==> src/rtl/bcd_display_scan.sv <==
// Multiplexed 8-digit common-anode seven-segment driver for BCD digits.
// Latches digits on load, blanks leading zeros, and inserts a dark guard cycle per slot.
module bcd_display_scan #(
  parameter int CLK_DIV  = 50000,
  parameter bit BLANK_LZ = 1'b1
) (
  input  logic       clk,
  input  logic       rst_n,
  input  logic       load,
  input  logic [3:0] ten_0,
  input  logic [3:0] ten_1,
  input  logic [3:0] ten_2,
  input  logic [3:0] ten_3,
  input  logic [3:0] ten_4,
  input  logic [3:0] ten_5,
  input  logic [3:0] ten_6,
  input  logic [3:0] ten_7,
  output logic [6:0] seg_n,
  output logic [7:0] an_n,
  output logic       frame_done
);

  localparam int PW = (CLK_DIV > 2) ? $clog2(CLK_DIV) : 1;
  localparam logic [PW-1:0] LAST = PW'(CLK_DIV - 1);

  logic [3:0]    shadow [8];
  logic [2:0]    idx;
  logic [PW-1:0] presc;

  logic          term;
  logic          capture;
  logic [3:0]    cur_digit;
  logic [7:0]    zero;
  logic [7:0]    lead;
  logic          blank_cur;

  // Active-low {g,f,e,d,c,b,a}; non-BCD codes show a dash.
  function automatic logic [6:0] seg7(input logic [3:0] d);
    case (d)
      4'd0:    seg7 = 7'h40;
      4'd1:    seg7 = 7'h79;
      4'd2:    seg7 = 7'h24;
      4'd3:    seg7 = 7'h30;
      4'd4:    seg7 = 7'h19;
      4'd5:    seg7 = 7'h12;
      4'd6:    seg7 = 7'h02;
      4'd7:    seg7 = 7'h78;
      4'd8:    seg7 = 7'h00;
      4'd9:    seg7 = 7'h10;
      default: seg7 = 7'h3F;
    endcase
  endfunction

  always_ff @(posedge clk or negedge rst_n) begin
    if (!rst_n) begin
      for (int i = 0; i < 8; i++) shadow[i] <= 4'd0;
    end else if (load) begin
      shadow[0] <= ten_0;
      shadow[1] <= ten_1;
      shadow[2] <= ten_2;
      shadow[3] <= ten_3;
      shadow[4] <= ten_4;
      shadow[5] <= ten_5;
      shadow[6] <= ten_6;
      shadow[7] <= ten_7;
    end
  end

  // lead[k] is set when digits 7..k are all zero; a dash code counts as non-zero.
  always_comb begin
    term      = (presc == LAST);
    capture   = (presc == '0);
    cur_digit = shadow[idx];
    zero      = '0;
    lead      = '0;
    for (int k = 0; k < 8; k++) zero[k] = (shadow[k] == 4'd0);
    lead[7] = zero[7];
    for (int k = 6; k >= 0; k--) lead[k] = lead[k+1] & zero[k];
    blank_cur = BLANK_LZ && (idx != 3'd0) && lead[idx];
  end

  always_ff @(posedge clk or negedge rst_n) begin
    if (!rst_n) begin
      presc <= '0;
      idx   <= 3'd0;
    end else if (term) begin
      presc <= '0;
      idx   <= idx + 3'd1;
    end else begin
      presc <= presc + 1'b1;
    end
  end

  // Outputs are registered from the upcoming prescaler state so the guard cycle is dark.
  always_ff @(posedge clk or negedge rst_n) begin
    if (!rst_n) begin
      an_n       <= 8'hFF;
      seg_n      <= 7'h7F;
      frame_done <= 1'b0;
    end else if (term) begin
      an_n       <= 8'hFF;
      seg_n      <= 7'h7F;
      frame_done <= (idx == 3'd7);
    end else if (capture) begin
      frame_done <= 1'b0;
      if (blank_cur) begin
        an_n  <= 8'hFF;
        seg_n <= 7'h7F;
      end else begin
        an_n  <= ~(8'd1 << idx);
        seg_n <= seg7(cur_digit);
      end
    end else begin
      frame_done <= 1'b0;
    end
  end

endmodule

==> config.mk <==
export PLATFORM = sky130hd
export DESIGN_NAME = bcd_display_scan
export DESIGN_NICKNAME = d
export VERILOG_FILES = /design/src/rtl/bcd_display_scan.sv
export SDC_FILE = /design/constraint.sdc
export NUM_CORES = 1
export LEC_CHECK = 0
export ABC_AREA = 1
export CORE_ASPECT_RATIO = 0.9
export CORE_MARGIN = 2
export CORE_UTILIZATION = 50
export DETAILED_ROUTE_END_ITERATION = 6
export PLACE_DENSITY = 0.77
export SLEW_MARGIN = 25
export SYNTH_ARGS = -nofsm -noshare
export SYNTH_HDL_FRONTEND = slang
export SYNTH_SLANG_ARGS = --single-unit
==> constraint.sdc <==
create_clock -name clk -period 1.85 [get_ports clk]
set_clock_uncertainty 0.1 [all_clocks]
set_input_delay 0.2775 -clock clk [delete_from_list [all_inputs] [get_ports clk]]
set_output_delay 0.2775 -clock clk [all_outputs]
set_load 0.03 [all_outputs]
==> run_results.csv <==
group,metric,value,unit
detailed_routing,postRouteAntennaNets,0,
synthesis,synth.avg_cell_area,7.74,um2
synthesis,synth_compound_area_share,9.28,%
setup_path,critPathMaxStageDelay,0.44,ns
flow_run,maxCapViolations,0,
synthesis,ys_ff_latch,67,
detailed_routing,drt-pass1-iter-count,4,
global_routing,grt_pass1_vias,3410,
floorplan,start_util,51.5,%
synthesis,synth-simple-area-share,31.9,%
pwr,vdd_drop_max,0.377,mV
sta,period_share,101,%
outcome,status,"finished with violations",
pwr,p_leak,2.49,nW
setup_path,critPathMostFrequentCell,"nor2_1",
synthesis,postSynthCellCount,502,
synthesis,netlist_area,0.00388,mm2
final_layout,seqCellArea,0.00170,mm2
synthesis,ys_types,42,
sta,fin_ws,-0.0150,ns
synthesis,synth-warning-count,0,
detailed_routing,via_per_inst,5.07,
global_routing,track_usage,22.6,%
synthesis,synth_top_family_by_area,"simple AND/OR/NAND/NOR gates",
clock_network,cts.path.max_buffers,2,
sta,fmax,0.536,GHz
setup_path,crit_type,"reg2reg",
setup_path,rr_endpoint,"seg_n[5]",
pwr,power.density,651,mW/mm2
sta,period_minus_slack,1.86,ns
detailed_routing,wl_per_cell,13.7,um
floorplan,core_area,0.00754,mm2
sta,timing_hold_violations_final,0,
synthesis,synth.area.top_cells,"dfrtp_1, nand2_1, dfstp_2, inv_1, nor2_1",
synthesis,ys_seq_area_share,43.6,%
global_routing,grt_max_degree,68,
global_routing,grt.overflow.total,0,
place,hpwl,6.54,mm
floorplan,io_pins,51,
detailed_routing,drtIter0Drc,135,
synthesis,syn_nets,550,
final_layout,fin_util,68.7,%
setup_path,cp-end-kind,"flip-flop",
global_routing,antenna_found_initial,0,
sta,worstMarginPinSlew,0.460,ns
floorplan,die_w,96.9,um
sta,fin_setup_tns,-0.0280,ns
worst_hold_path,min_from,"load",
final_layout,nFillCells,585,
setup_path,worstRegToRegCells,11,
setup_path,cp_cell_sequence,"buf_4 > nand3_2 > nand2_2 > o21ai_4 > inv_2 > ha_1 > nand3b_1 > nand3_1 > nand2_1 > nor2_1 > nor2_1",
place,place.gp.congestion,0.873,
final_layout,area_growth,33.3,%
floorplan,die-area,0.00849,mm2
setup_path,cp.required,2.04,ns
floorplan,die_h,87.6,um
setup_path,ff2ff_setup_slack,-0.01,ns
setup_path,slowest_stage,"dfrtp_1",
final_layout,num_antenna_cells,0,
sta,slew_violations,0,
clock_network,cts_tree,"yes",
sta,timing.hold.ws,0.287,ns
sta,slew_headroom,69.4,%
setup_path,crit-reg2reg-launch,"idx[1]",
clock_network,clock_latency,0.36,ns
final_layout,num-nets-final,648,
sta,grt_setup_unrepaired,"yes",
synthesis,synth_top_area_cell,"dfrtp_1",
final_layout,drive_above_1_share,24.1,%
clock_network,clk_pin_slew,0.07,ns
setup_path,startpoint_type,"flip-flop",
detailed_routing,postRouteWirelength,9.60,mm
synthesis,synth_top_cell_area_share,33.5,%
worst_hold_path,worstHoldPathType,"in2reg",
place,port_buffers,50,
clock_network,numCtsBuffers,9,
setup_path,path_max_fanout,5,
synthesis,synth_xor_area_share,0.676,%
sta,setup_viol,2,
worst_hold_path,hold_end,"shadow[22]",
final_layout,multi_input_area,0.00195,mm2
detailed_routing,vias,3554,
synthesis,synth.area.mux_share,0,%
global_routing,grt_pass1_wl,15.5,mm
clock_network,cts_sinks,67,
worst_hold_path,hold_depth,3,
setup_path,arrival,2.06,ns
clock_network,htree_levels,3,
detailed_routing,drc,0,
outcome,violations,"negative setup slack",
floorplan,rows,30,
synthesis,synth-adder-area-share,4.19,%
clock_network,cts-root-buf,"clkbuf_8",
## state kept, by name, summed over array words and instances (netlist names)
| signal | cells |
|---|---|
| shadow | 32 |
| presc | 16 |
| an_n | 8 |
| seg_n | 7 |
| idx | 3 |
| frame_done | 1 |
## critical path: cells and delay by family, from the launching register on
family                   cells  cell delay [ns]
adder cells (fa/ha/maj)      1             0.20
buffers and inverters        2             0.26
AND/OR/NAND/NOR              7             0.58
flip-flops                   1             0.44
AO/OA/AOI/OAI                1             0.21
## per-layer routing
layer	share of wire (%)	global-route usage [%]	wire (um)
met1	42	27.6	4070
met2	50	39.6	4810
met3	5.3	5.19	511
met4	2.2	8.45	210
met5	0	0	0
## per-stage QoR
step | worst slack, ns | power [mW] | std cells | cell area, um2
floorplan | 0.00282 | 1.86 | 502 | 3890
global placement | 0.00806 | 2.05 | 657 | 4610
detailed placement | -0.0480 | 2.07 | 657 | 4610
CTS | -0.0149 | 3.37 | 679 | 4850
global route | -0.158 | 3.52 | 701 | 5180
finish | -0.0150 | 3.37 | 701 | 5180
## cells in the final DEF (no fill, tap or decap), types with 4 or more instances in the layout
cell type        netlist  layout
nand3_1               32      29
buf_4                  1      45
dfrtp_1               52      49
nand3b_1               4       4
nand3_4                2       4
clkbuf_1               7       4
nor2_4                 1       4
clkdlybuf4s50_1        0      33
o21bai_1               5       5
a21oi_1                4       4
dfstp_2               15      15
o21ai_0               39      38
nor3_1                 4       4
nand2_4                2       4
clkbuf_8               0       9
inv_2                  4       7
nor2_2                 3       6
inv_1                 72      68
dlygate4sd2_1          0      15
nor2_1                55      49
nand2_1              133     127
ha_1                  13       9
nand4_1                8       8
nand3_2                8       9
nand2_2                7      11
## power breakdown
| group | total (mW) | switching [mW] | leakage, nW | internal (mW) |
|---|---|---|---|---|
| clock | 1.32 | 0.557 | 0.102 | 0.759 |
| combinational | 0.469 | 0.268 | 1.58 | 0.202 |
| sequential | 1.59 | 0.0329 | 0.807 | 1.55 |
| total | 3.37 | 0.858 | 2.49 | 2.51 |
## final cells by class
| cell class | count | share of cell area (%) |
|---|---|---|
| Sequential cell | 67 | 32.8 |
| Clock buffer | 13 | 2.68 |
| Inverter | 77 | 5.72 |
| Multi-Input combinational cell | 343 | 37.6 |
| Tap cell | 96 | 2.32 |
| Timing Repair Buffer | 102 | 17.6 |
| Clock inverter | 3 | 1.26 |
## synthesized netlist by cell type (all sizes together)
| cell type | count |
|---|---|
| o211ai | 1 |
| nor3b | 1 |
| nand3 | 42 |
| nor3 | 5 |
| dfrtp | 52 |
| xor2 | 3 |
| or2 | 2 |
| nor2 | 59 |
| dfstp | 15 |
| buf | 9 |
| a31oi | 2 |
| o31ai | 1 |
| o21ai | 43 |
| a21oi | 5 |
| o21bai | 5 |
| clkbuf | 7 |
| and2 | 1 |
| nor4 | 1 |
| a41oi | 1 |
| ha | 13 |
| o22ai | 2 |
| nand2 | 142 |
| nand3b | 4 |
| inv | 77 |
| nand4 | 9 |
## how the worst max path moves through the flow
stage	from	to	slack, ns	cells past startpoint
floorplan	idx[0]	seg_n[5]	0.003	14
global placement	idx[0]	seg_n[1]	0.008	13
detailed placement	idx[0]	seg_n[5]	-0.05	12
CTS	idx[0]	seg_n[1]	-0.01	13
global route	idx[0]	seg_n[5]	-0.16	12
finish	idx[1]	seg_n[5]	-0.01	11
## kinds of logic (layout without fill, tap and decap cells)
logic type                 Yosys count  in the layout
adders and majority gates           13             13
DFF                                 67             67
AOI/OAI and AO/OA                   60             60
and+or+nand+nor                    266            267
buffers and inverters               93            195
xor gates and xnor gates             3              3
## repair_timing
action                                  CTS  global route
gates cloned                              0             1
pin swaps                                 1            13
resized for setup                        19            39
endpoints found under the setup margin   20            20
hold buffers                              1             0
endpoints found under the hold margin    52             0
buffers inserted                          5            21
(Power assumes the default switching activity.)
